### src/rtl/mac_row_feeder_if.sv
// Handshake bundle between the row feeder, its upstream job source and the PE row X-axis.
// slave: the feeder's view. master: the view of whatever drives jobs and models the row.
interface mac_row_feeder_if #(
  parameter int DATA_WIDTH = 8
);
  logic                  start;
  logic                  reuse_weights;
  logic                  w_valid;
  logic                  w_ready;
  logic [DATA_WIDTH-1:0] w_data;
  logic                  a_valid;
  logic                  a_ready;
  logic [DATA_WIDTH-1:0] a_data;
  logic                  a_last;
  logic                  valid_out_x;
  logic                  ready_in_x;
  logic                  weight_shift_out;
  logic [DATA_WIDTH-1:0] x_out;
  logic                  east_shift_ack;
  logic                  weight_latch_en;
  logic                  busy;
  logic                  done;

  modport slave (
    input  start, reuse_weights, w_valid, w_data, a_valid, a_data, a_last,
           ready_in_x, east_shift_ack,
    output w_ready, a_ready, valid_out_x, weight_shift_out, x_out,
           weight_latch_en, busy, done
  );

  modport master (
    output start, reuse_weights, w_valid, w_data, a_valid, a_data, a_last,
           ready_in_x, east_shift_ack,
    input  w_ready, a_ready, valid_out_x, weight_shift_out, x_out,
           weight_latch_en, busy, done
  );
endinterface

### src/rtl/mac_row_feeder.sv
// West-edge transmitter for one row of mac_pe cells. Per job it shifts COLS weight tokens
// into the row, waits for all of them to leave the east edge, pulses weight_latch_en, then
// streams activations until a_last.
//
// state  | meaning
// IDLE   | no job; waiting for start
// LOAD   | accepting weight words, sending them as shift tokens
// DRAIN  | all weights sent; waiting for COLS east-edge acks
// LATCH  | one-cycle weight_latch_en pulse
// STREAM | accepting activations until a_last
module mac_row_feeder #(
  parameter int DATA_WIDTH = 8,
  parameter int COLS       = 4
) (
  input logic             clk,
  input logic             rst_n,
  mac_row_feeder_if.slave bus
);

  localparam int CW = $clog2(COLS + 1);

  typedef enum logic [2:0] {IDLE, LOAD, DRAIN, LATCH, STREAM} state_t;

  state_t                state, state_nxt;
  logic [CW-1:0]         w_cnt, ack_cnt;
  logic                  valid_q, shift_q, done_q, latch_en;
  logic [DATA_WIDTH-1:0] x_q;
  logic                  slot_free, w_fire, a_fire, ack_hit, acks_complete;

  assign slot_free   = !valid_q || bus.ready_in_x;
  assign bus.w_ready = (state == LOAD) && slot_free && (w_cnt < CW'(COLS));
  assign bus.a_ready = (state == STREAM) && slot_free;
  assign w_fire      = bus.w_valid && bus.w_ready;
  assign a_fire      = bus.a_valid && bus.a_ready;

  // Acks only count while weights are in flight; later ones belong to no load and are dropped.
  assign ack_hit = bus.east_shift_ack && ((state == LOAD) || (state == DRAIN))
                   && (ack_cnt < CW'(COLS));

  // Include the ack arriving this cycle so the latch follows the last ack by exactly one cycle.
  assign acks_complete = (ack_cnt == CW'(COLS)) || (ack_hit && (ack_cnt == CW'(COLS - 1)));

  assign bus.valid_out_x      = valid_q;
  assign bus.weight_shift_out = shift_q;
  assign bus.x_out            = x_q;
  assign bus.done             = done_q;
  assign bus.weight_latch_en  = latch_en;
  assign bus.busy             = (state != IDLE);

  // State register.
  always_ff @(posedge clk or negedge rst_n) begin
    if (!rst_n) state <= IDLE;
    else        state <= state_nxt;
  end

  // Next-state decode and the latch strobe.
  always_comb begin
    state_nxt = state;
    latch_en  = 1'b0;
    case (state)
      IDLE:    if (bus.start) state_nxt = bus.reuse_weights ? STREAM : LOAD;
      LOAD:    if (w_fire && (w_cnt == CW'(COLS - 1))) state_nxt = DRAIN;
      DRAIN:   if (acks_complete) state_nxt = LATCH;
      LATCH: begin
        latch_en  = 1'b1;
        state_nxt = STREAM;
      end
      STREAM:  if (a_fire && bus.a_last) state_nxt = IDLE;
      default: state_nxt = IDLE;
    endcase
  end

  // Weight and ack counters, cleared when a loading job starts.
  always_ff @(posedge clk or negedge rst_n) begin
    if (!rst_n) begin
      w_cnt   <= '0;
      ack_cnt <= '0;
    end else if ((state == IDLE) && bus.start && !bus.reuse_weights) begin
      w_cnt   <= '0;
      ack_cnt <= '0;
    end else begin
      if (w_fire)  w_cnt   <= w_cnt + 1'b1;
      if (ack_hit) ack_cnt <= ack_cnt + 1'b1;
    end
  end

  // Single-entry X-axis output stage; a token holds until PE0 takes it.
  always_ff @(posedge clk or negedge rst_n) begin
    if (!rst_n) begin
      valid_q <= 1'b0;
      shift_q <= 1'b0;
      x_q     <= '0;
    end else if (w_fire) begin
      valid_q <= 1'b1;
      shift_q <= 1'b1;
      x_q     <= bus.w_data;
    end else if (a_fire) begin
      valid_q <= 1'b1;
      shift_q <= 1'b0;
      x_q     <= bus.a_data;
    end else if (bus.ready_in_x) begin
      valid_q <= 1'b0;
    end
  end

  // Done pulses the cycle after the final activation enters the output stage.
  always_ff @(posedge clk or negedge rst_n) begin
    if (!rst_n) done_q <= 1'b0;
    else        done_q <= a_fire && bus.a_last;
  end

endmodule

### src/flat_wrapper.sv
// flat-port wrapper written by rule: the top's interface ports become plain ports
module mac_row_feeder_flat 
#(
  parameter int DATA_WIDTH = 8,
  parameter int COLS       = 4
)
  (clk, rst_n, bus_start, bus_reuse_weights, bus_w_valid, bus_w_data, bus_a_valid, bus_a_data, bus_a_last, bus_ready_in_x, bus_east_shift_ack, bus_w_ready, bus_a_ready, bus_valid_out_x, bus_weight_shift_out, bus_x_out, bus_weight_latch_en, bus_busy, bus_done);
  mac_row_feeder_if #(.DATA_WIDTH(DATA_WIDTH)) bus_i ();
  input logic clk;
  input logic rst_n;
  input wire logic [$bits(bus_i.start)-1:0] bus_start;
  input wire logic [$bits(bus_i.reuse_weights)-1:0] bus_reuse_weights;
  input wire logic [$bits(bus_i.w_valid)-1:0] bus_w_valid;
  input wire logic [$bits(bus_i.w_data)-1:0] bus_w_data;
  input wire logic [$bits(bus_i.a_valid)-1:0] bus_a_valid;
  input wire logic [$bits(bus_i.a_data)-1:0] bus_a_data;
  input wire logic [$bits(bus_i.a_last)-1:0] bus_a_last;
  input wire logic [$bits(bus_i.ready_in_x)-1:0] bus_ready_in_x;
  input wire logic [$bits(bus_i.east_shift_ack)-1:0] bus_east_shift_ack;
  output wire logic [$bits(bus_i.w_ready)-1:0] bus_w_ready;
  output wire logic [$bits(bus_i.a_ready)-1:0] bus_a_ready;
  output wire logic [$bits(bus_i.valid_out_x)-1:0] bus_valid_out_x;
  output wire logic [$bits(bus_i.weight_shift_out)-1:0] bus_weight_shift_out;
  output wire logic [$bits(bus_i.x_out)-1:0] bus_x_out;
  output wire logic [$bits(bus_i.weight_latch_en)-1:0] bus_weight_latch_en;
  output wire logic [$bits(bus_i.busy)-1:0] bus_busy;
  output wire logic [$bits(bus_i.done)-1:0] bus_done;
  assign bus_i.start = bus_start;
  assign bus_i.reuse_weights = bus_reuse_weights;
  assign bus_i.w_valid = bus_w_valid;
  assign bus_i.w_data = bus_w_data;
  assign bus_i.a_valid = bus_a_valid;
  assign bus_i.a_data = bus_a_data;
  assign bus_i.a_last = bus_a_last;
  assign bus_i.ready_in_x = bus_ready_in_x;
  assign bus_i.east_shift_ack = bus_east_shift_ack;
  assign bus_w_ready = bus_i.w_ready;
  assign bus_a_ready = bus_i.a_ready;
  assign bus_valid_out_x = bus_i.valid_out_x;
  assign bus_weight_shift_out = bus_i.weight_shift_out;
  assign bus_x_out = bus_i.x_out;
  assign bus_weight_latch_en = bus_i.weight_latch_en;
  assign bus_busy = bus_i.busy;
  assign bus_done = bus_i.done;
  mac_row_feeder #(.DATA_WIDTH(DATA_WIDTH), .COLS(COLS)) u_core (.clk(clk), .rst_n(rst_n), .bus(bus_i));
endmodule
### config.mk
export PLATFORM = sky130hd
export DESIGN_NAME = mac_row_feeder_flat
export DESIGN_NICKNAME = d
export VERILOG_FILES = /design/src/rtl/mac_row_feeder_if.sv /design/src/rtl/mac_row_feeder.sv /design/src/flat_wrapper.sv
export SDC_FILE = /design/constraint.sdc
export NUM_CORES = 1
export LEC_CHECK = 0
export ABC_AREA = 0
export CAP_MARGIN = 20
export CELL_PAD_IN_SITES_DETAIL_PLACEMENT = 2
export CELL_PAD_IN_SITES_GLOBAL_PLACEMENT = 2
export CORE_ASPECT_RATIO = 1.4
export CORE_MARGIN = 3
export CORE_UTILIZATION = 27
export DETAILED_ROUTE_END_ITERATION = 8
export GPL_ROUTABILITY_DRIVEN = 0
export GPL_TIMING_DRIVEN = 0
export PLACE_DENSITY = 0.85
export SYNTH_ARGS = -nofsm -noshare
export SYNTH_HDL_FRONTEND = slang
export SYNTH_SLANG_ARGS = --single-unit
### constraint.sdc
create_clock -name clk -period 2.08 [get_ports clk]
set_input_delay 0.52 -clock clk [delete_from_list [all_inputs] [get_ports clk]]
set_output_delay 0.52 -clock clk [all_outputs]
set_load 0.01 [all_outputs]
==> results of run 1 <==
## state kept, by name, summed over array words and instances (netlist names)
| name | count |
|---|---|
| u_core.ack_cnt | 3 |
| u_core.bus.done | 1 |
| u_core.bus.weight_shift_out | 1 |
| u_core.bus.valid_out_x | 1 |
| u_core.w_cnt | 3 |
| u_core.bus.x_out | 8 |
| u_core.state | 3 |
## metal layers
metal | global-route usage, % | vias up | wire, um
met2 | 35.17 | 29 | 2550
li1 | - | 591 | -
met4 | 4.715 | 0 | 19
met1 | 19.61 | 635 | 1809
met3 | 2.983 | 2 | 193
met5 | 0 | - | 0
## synthesized netlist by cell type, types with 3 or more instances
library cell | number | area [sq um]
dfrtp_1 | 20 | 500.5
inv_1 | 11 | 41.29
o31ai_1 | 10 | 75.07
a31oi_1 | 9 | 56.30
a21oi_1 | 8 | 40.04
nor4_1 | 8 | 50.05
or4_1 | 8 | 60.06
clkbuf_1 | 7 | 26.28
ha_1 | 5 | 62.56
nor2b_1 | 5 | 31.28
buf_6 | 4 | 45.04
o21ai_0 | 4 | 20.02
or3_1 | 4 | 25.02
nand2b_1 | 3 | 18.77
nand3_1 | 3 | 15.01
or4b_1 | 3 | 30.03
## through the flow
step / utilization (%) / cells / power [mW] / cell area, sq um / hold slack [ns]
2_1_floorplan: - / 133 / 1.323 / 1244 / 0.2244
3_3_place_gp: 39.34 / 232 / 1.786 / 1709 / 0.4685
3_5_place_dp: 39.34 / 232 / 1.882 / 1709 / 0.4680
4_1_cts: 43.09 / 240 / 2.361 / 1872 / 0.4872
5_1_grt: 43.95 / 242 / 2.562 / 1909 / 0.4840
6_report: 43.95 / 242 / 2.369 / 1909 / 0.4798
## cell type report
cell class / count / area, sq um / share of cell area, %
sequential: 20 / 501.7 / 26.28
timing repair buffer: 48 / 466.7 / 24.44
clock buffer: 4 / 55.05 / 2.883
inverter: 11 / 43.79 / 2.294
multi-input combinational: 89 / 653.1 / 34.21
buffer: 10 / 113.9 / 5.963
tap: 60 / 75.07 / 3.932
## worst paths after layout
path                                              from                           to  depth (start not counted)
hold / removal                                   rst_n          u_core.bus.x_out[6]                          1
min in group clk           u_core.bus.weight_shift_out  u_core.bus.weight_shift_out                          1
setup / recovery                       u_core.state[2]                  bus_w_ready                          5
hold reg to reg            u_core.bus.weight_shift_out  u_core.bus.weight_shift_out                          1
setup reg to reg                       u_core.state[2]          u_core.bus.x_out[5]                          7
max in group asynchronous                        rst_n              u_core.state[2]                          2
## power by group through the flow
stage	clock, mW	combinational (mW)	sequential [mW]
floorplan	0	0.625	0.698
global placement	0	1.13	0.657
detailed placement	0	1.21	0.673
CTS	0.324	1.36	0.674
global route	0.340	1.52	0.705
finish	0.309	1.38	0.676
## kinds of logic after synthesis
kind of cell / count (synthesis)
and+or+nand+nor: 47
adders and majority gates: 5
buffers and inverters: 24
xor gates and xnor gates: 2
DFF: 20
AOI/OAI and AO/OA: 35
## timing repair
item	4_1_cts	5_1_grt
setup buffers	6	2
endpoints found under the setup margin	16	11
pin swaps	1	0
gates resized for setup	36	6
endpoints found under the hold margin	0	0
==> metrics, run 1 <==
Fmax achieved=485.0 MHz; cell family with most CP delay=simple AND/OR/NAND/NOR gates; 1st-pass router iterations=3; most common cell after layout, fill and taps aside=clkdlybuf4s50_1; hold buffer count at CTS=0; final setup TNS=0 ns; simple-gate area share of the yosys netlist=25.15%; CTS tree=done; Mapped Area=1244 sq um; FF+latch count, synth=20; crit-path max FO=3; clock slew seen by the registers of the worst setup and hold paths=0.08 ns; # IOs=40; initial antenna violation count=0; pre-CTS setup slack=-1.164 ns; drc violations=0; Slew HR=67.74%; Reg power frac=28.5%; Tightest Pin Transition=0.4829 ns; chip height=86.31 um; FF-to-FF setup slack=0.10 ns; PortBufs=39; total track usage=17.96%; Static Leak=0.8161 nW; Comb pwr share=58.4%; DP Wirelength=3349 um; Max Slew Vio Count=0; vias in the first global route=1,456; Adder-Cell Fraction of Synth Area=5.030%; Hold/Removal Path Class=in2async; critical path buffer and inverter count=3; most common flop cell mapped by yosys=dfrtp_1; critical path capture point type=primary output; CP cell instances=buf_6, or3b_4, buf_6, nor3_4, buf_2; Rows=28; Initial Util=28.63%; EDFF count, synth=0; Bufs on Longest Clock Path=2; synthesis warning total=0; Worst Setup Slack, final=0.01827 ns; Final period util=99.12%; post-synthesis mux area share=0%; post-synthesis sequential area ratio=40.24%; Hold Vio Cnt, Final=0; total die area=5468 sq um; largest net degree at the start of global routing=21; CTS Root Cell=clkbuf_8; most used cell, CP=buf_6; crit path kind=reg2out; Setup crit start kind=flip-flop; post-route ant nets=0; Clk pwr share=13.1%; worst skew pair latency=0.26 ns; CP max-delay cell=dfrtp_2; asr flop ratio synth=100.0%; unrepaired setup endpoints after global routing=yes; outcome=complete, no violations; P per Cell Area=1241 nW/um^2; Synth cell types=31; total core area=4344 sq um; # fillers=500; crit path DAT=1.54 ns; CTS Buf Count=3; Max Cap Viol=0; Detailed Route WL=4572 um; WL per Instance=18.89 um; worst vdd ir=0.4457 mV; Layout Nets=213; CTS HTree Levels=1; Post-Syn Instances=133; Sink Count=20; Compound-Gate Fraction of Synth Area=18.31%; layout cells sized above 1=19.23%; switching portion of total power=39.44%; xor/xnor share of the synthesized area=1.408%; most frequent cells in the layout=clkdlybuf4s50_1, dfrtp_1, inv_1, o31ai_1, a31oi_1; post-layout min period=2.062 ns; syn nets=163; Sw Pwr=0.9345 mW; Layout area overhead=53.52%; Iter 0 DRT Violations=26; max incr delay on CP=0.41 ns; first-pass GRT wire length=7707 um; number of diodes=0; Required @ worst endpoint=1.56 ns; Internal=1.435 mW; Die Wd=63.36 um; Final setup viols=0; routed vias=1,257; Overflow after GRT=0; combinational family with the most area after synthesis=simple AND/OR/NAND/NOR gates; synthesized area per cell=9.351 sq um; Max Clock Skew=0.001543 ns; via/cell ratio=5.194
Note: power is estimated with default switching activity, not from simulation.
==> inputs of run 2 (changes only) <==
--- a/config.mk
+++ b/config.mk
@@ -10,7 +10,7 @@
 export CELL_PAD_IN_SITES_DETAIL_PLACEMENT = 2
 export CELL_PAD_IN_SITES_GLOBAL_PLACEMENT = 2
 export CORE_ASPECT_RATIO = 1.4
-export CORE_MARGIN = 3
+export CORE_MARGIN = 2
 export CORE_UTILIZATION = 27
 export DETAILED_ROUTE_END_ITERATION = 8
 export GPL_ROUTABILITY_DRIVEN = 0
==> metrics, run 2 (same netlist as run 1, synthesis figures left out) <==
Max Slew Vio Count=0; CTS Buf Count=3; Detailed Route WL=4620 um; Overflow after GRT=0; drc violations=0; Layout Utilization=42.60%; Bufs on Longest Clock Path=2; WL per Instance=18.86 um; CP cell instances=buf_6, or3b_4, nor3_4, buf_2; post-route ant nets=0; Slew HR=58.92%; number of flip-flops in the largest register=8; worst skew pair latency=0.27 ns; crit-path max FO=8; CTS HTree Levels=1; critical path capture point type=primary output; Fin Hold WS=0.5323 ns; CTS Root Cell=clkbuf_8; number of diodes=0; Static Leak=0.8214 nW; Required @ worst endpoint=1.56 ns; total core area=4499 sq um; Fmax achieved=484.1 MHz; clock slew seen by the registers of the worst setup and hold paths=0.08 ns; hold buffer count at CTS=0; vias in the first global route=1,420; worst vdd ir=0.4563 mV; Max Clock Skew=0.003330 ns; critical path buffer and inverter count=2; Initial Util=27.64%; largest net degree at the start of global routing=21; 1st-pass router iterations=4; DP Wirelength=3134 um; Iter 0 DRT Violations=26; Layout Nets=214; unrepaired setup endpoints after global routing=yes; Worst Setup Slack, final=0.01429 ns; Layout area overhead=54.12%; CP max-delay cell=dfrtp_1; # IOs=40; post-layout min period=2.066 ns; most frequent cells in the layout=clkdlybuf4s50_1, dfrtp_1, inv_1, o31ai_1; Final setup viols=0; Final period util=99.31%; crit path DAT=1.55 ns; Sink Count=20; Die Wd=61.36 um; Hold/Removal Path Class=reg2reg; PortBufs=39; cell family with most CP delay=simple AND/OR/NAND/NOR gates; total track usage=18.36%; P per Cell Area=1255 nW/um^2; most common cell after layout, fill and taps aside=clkdlybuf4s50_1; Setup crit start kind=flip-flop; Rows=29; Max Cap Viol=0; outcome=complete, no violations; initial antenna violation count=0; layout cells sized above 1=20.22%; Hold Vio Cnt, Final=0; pre-CTS setup slack=-1.167 ns; Tightest Pin Transition=0.6143 ns; chip height=84.31 um; CTS tree=done; routed vias=1,274; via/cell ratio=5.200; crit path kind=reg2out; total die area=5173 sq um; first-pass GRT wire length=7162 um; max incr delay on CP=0.40 ns
[run 2: cell types whose count changed in the layout (fill, tap and decap cells not counted), sizes merged]
cell / change
bufinv: +1
dlygate4sd2: -1
clkbuf: +2
clkdlybuf4s15: +1
buf: -2
[run 2: final cells by class]
class	instances	area, sq um
Buffer	10	111.4
Clock buffer	3	41.29
Clock inverter	1	30.03
Fill cell	533	2582
Inverter	11	43.79
Multi-Input combinational cell	89	651.9
Sequential cell	20	501.7
Tap cell	62	77.57
Timing Repair Buffer	49	459.2
[run 2: final timing paths]
kind                                        startpoint                          end  slack, ns  cells after the start
max                                    u_core.state[1]                  bus_w_ready       0.01                      4
min                        u_core.bus.weight_shift_out  u_core.bus.weight_shift_out       0.53                      1
max reg2reg                            u_core.state[1]          u_core.bus.x_out[1]       0.13                      6
min reg2reg                u_core.bus.weight_shift_out  u_core.bus.weight_shift_out       0.53                      1
max in group asynchronous                        rst_n              u_core.state[2]       0.94                      2
min in group asynchronous                        rst_n          u_core.bus.x_out[6]       0.63                      1
[run 2: timing repair]
action	4_1_cts	5_1_grt
setup endpoints to repair	15	6
resized for setup	33	7
setup buffers	3	6
pin swaps	0	3
[run 2: per-stage QoR]
step                setup TNS [ns]  power, mW  instances  cell area [sq um]
global placement            -6.917      1.791        234               1712
detailed placement          -7.719      1.886        234               1712
finish                           0      2.405        245               1917
CTS                       -0.06473      2.406        239               1858
floorplan                        0      1.323        133               1244
global route              -0.02927      2.577        245               1917
[run 2: per-layer routing]
layer	wire length (um)	GRT usage, %
met1	1763	21.59
met5	0	0
met3	146	2.003
met2	2658	34.14
met4	52	4.062
[run 2: worst reg2reg max path: cells and delay by family (launching register included)]
family	cells	cell delay (ns)
compound gates	1	0.18
simple gates	2	0.77
flops	1	0.40
buf+inv	3	0.51
[run 2: report_power, final]
part | switching (mW) | total [mW] | internal, mW
Sequential | 0.135 | 0.698 | 0.562
Clock | 0.147 | 0.404 | 0.257
Combinational | 0.656 | 1.30 | 0.648
Total | 0.938 | 2.40 | 1.47
==> inputs of run 3 (changes only) <==
--- a/config.mk
+++ b/config.mk
@@ -9,7 +9,6 @@
 export CAP_MARGIN = 20
 export CELL_PAD_IN_SITES_DETAIL_PLACEMENT = 2
 export CELL_PAD_IN_SITES_GLOBAL_PLACEMENT = 2
-export CORE_ASPECT_RATIO = 1.4
 export CORE_MARGIN = 2
 export CORE_UTILIZATION = 27
 export DETAILED_ROUTE_END_ITERATION = 8
==> metrics, run 3 (same netlist as run 1, synthesis figures left out) <==
Static Leak=0.8105 nW; CTS Buf Count=3; hold depth=1; Bufs on Longest Clock Path=2; 1st-pass router iterations=4; via/cell ratio=5.285; Rows=24; P per Cell Area=1316 nW/um^2; outcome=complete, no violations; Required @ worst endpoint=1.56 ns; Layout Nets=214; Hold/Removal Path Class=reg2reg; worst skew pair latency=0.27 ns; Tightest Pin Transition=0.9408 ns; critical path capture point type=primary output; total die area=5165 sq um; crit-path max FO=5; unrepaired setup endpoints after global routing=yes; Iter 0 DRT Violations=63; Setup crit start kind=flip-flop; FF+latch area=501.7 sq um; Fmax achieved=489.0 MHz; Initial Util=28.37%; worst vdd ir=0.5180 mV; Fin Hold WS=0.4894 ns; Final period util=98.31%; Slew HR=37.09%; crit path DAT=1.52 ns; Detailed Route WL=4854 um; WL per Instance=20.66 um; largest net degree at the start of global routing=21; final setup TNS=0 ns; CP cell instances=buf_6, or3b_4, nor3_4, buf_2; most frequent cells in the layout=clkdlybuf4s50_1, dfrtp_1, inv_1, o31ai_1, buf_4; worst reg-to-reg path cell count=6; CTS HTree Levels=1; chip height=71.87 um; footprint of the multi-input gates=655.6 sq um; Max Clock Skew=0.008244 ns; Hold Vio Cnt, Final=0; Layout area overhead=52.62%; crit path kind=reg2out; total core area=4384 sq um; Overflow after GRT=0; Sink Count=20; initial antenna violation count=0; # IOs=40; non-filler cells, final=235; routed vias=1,242; layout cells sized above 1=19.13%; Layout Utilization=43.29%; number of diodes=0; Max Cap Viol=0; first-pass GRT wire length=8107 um; CTS tree=done; vias in the first global route=1,523; CP max-delay cell=or3b_4; Final setup viols=0; Die Wd=71.87 um; total track usage=20.52%; DP Wirelength=3403 um; placed insts=224; PortBufs=39; Design Power=2.499 mW; drc violations=0; post-layout min period=2.045 ns; # fillers=474; number of flip-flops in the largest register=8; Max Slew Vio Count=0; post-route ant nets=0; most common cell after layout, fill and taps aside=clkdlybuf4s50_1; max incr delay on CP=0.43 ns; clock slew seen by the registers of the worst setup and hold paths=0.09 ns; CTS Root Cell=clkbuf_8
run 3: through the flow:
stage / cell area (sq um) / worst slack [ns]
floorplan: 1244 / 0.1063
global placement: 1699 / -1.082
detailed placement: 1699 / -1.156
CTS: 1894 / -0.2183
global route: 1898 / -0.03654
finish: 1898 / 0.03515
run 3: cell type report:
type | count | share of cell area, %
sequential | 20 | 26.43
buffer | 10 | 5.669
multi-input combinational | 89 | 34.54
timing repair buffer | 49 | 23.86
inverter | 11 | 2.307
clock inverter | 1 | 1.582
clock buffer | 3 | 2.175
tap | 52 | 3.428
run 3: routing by layer:
layer	GRT usage, %	part of all wire [%]	vias up
met5	0	0	-
met1	25.09	44	627
met4	5.870	0.80	0
met2	37.04	54	15
met3	3.235	1.8	4
li1	-	-	596
run 3: repair_timing:
action | in CTS | in global routing
buffers inserted | 7 | 3
resized for setup | 38 | 7
pin swaps | 3 | 4
endpoints found under the hold margin | 0 | 0
hold buffers | 0 | 0
setup endpoints to repair | 16 | 5
run 3: worst paths after layout:
path / start / end / slack, ns
worst max-delay path: u_core.state[1] / bus_w_ready / 0.04
worst min-delay path: u_core.bus.weight_shift_out / u_core.bus.weight_shift_out / 0.49
worst max register to register: u_core.state[1] / u_core.bus.x_out[4] / 0.15
worst min register to register: u_core.bus.weight_shift_out / u_core.bus.weight_shift_out / 0.49
max in group asynchronous: rst_n / u_core.state[2] / 0.68
min in group asynchronous: rst_n / u_core.bus.x_out[5] / 0.76
run 3: report_power, final:
group | switching [mW] | internal, mW | leakage, nW | total, mW
clock network | 0.151 | 0.258 | 0.0357 | 0.408
registers | 0.130 | 0.562 | 0.252 | 0.692
logic | 0.708 | 0.690 | 0.523 | 1.40
run 3: critical path: cells and delay by family (launching register included):
kind          cells  cell delay, ns
buf+inv           2            0.29
flops             1            0.40
simple gates      2            0.56
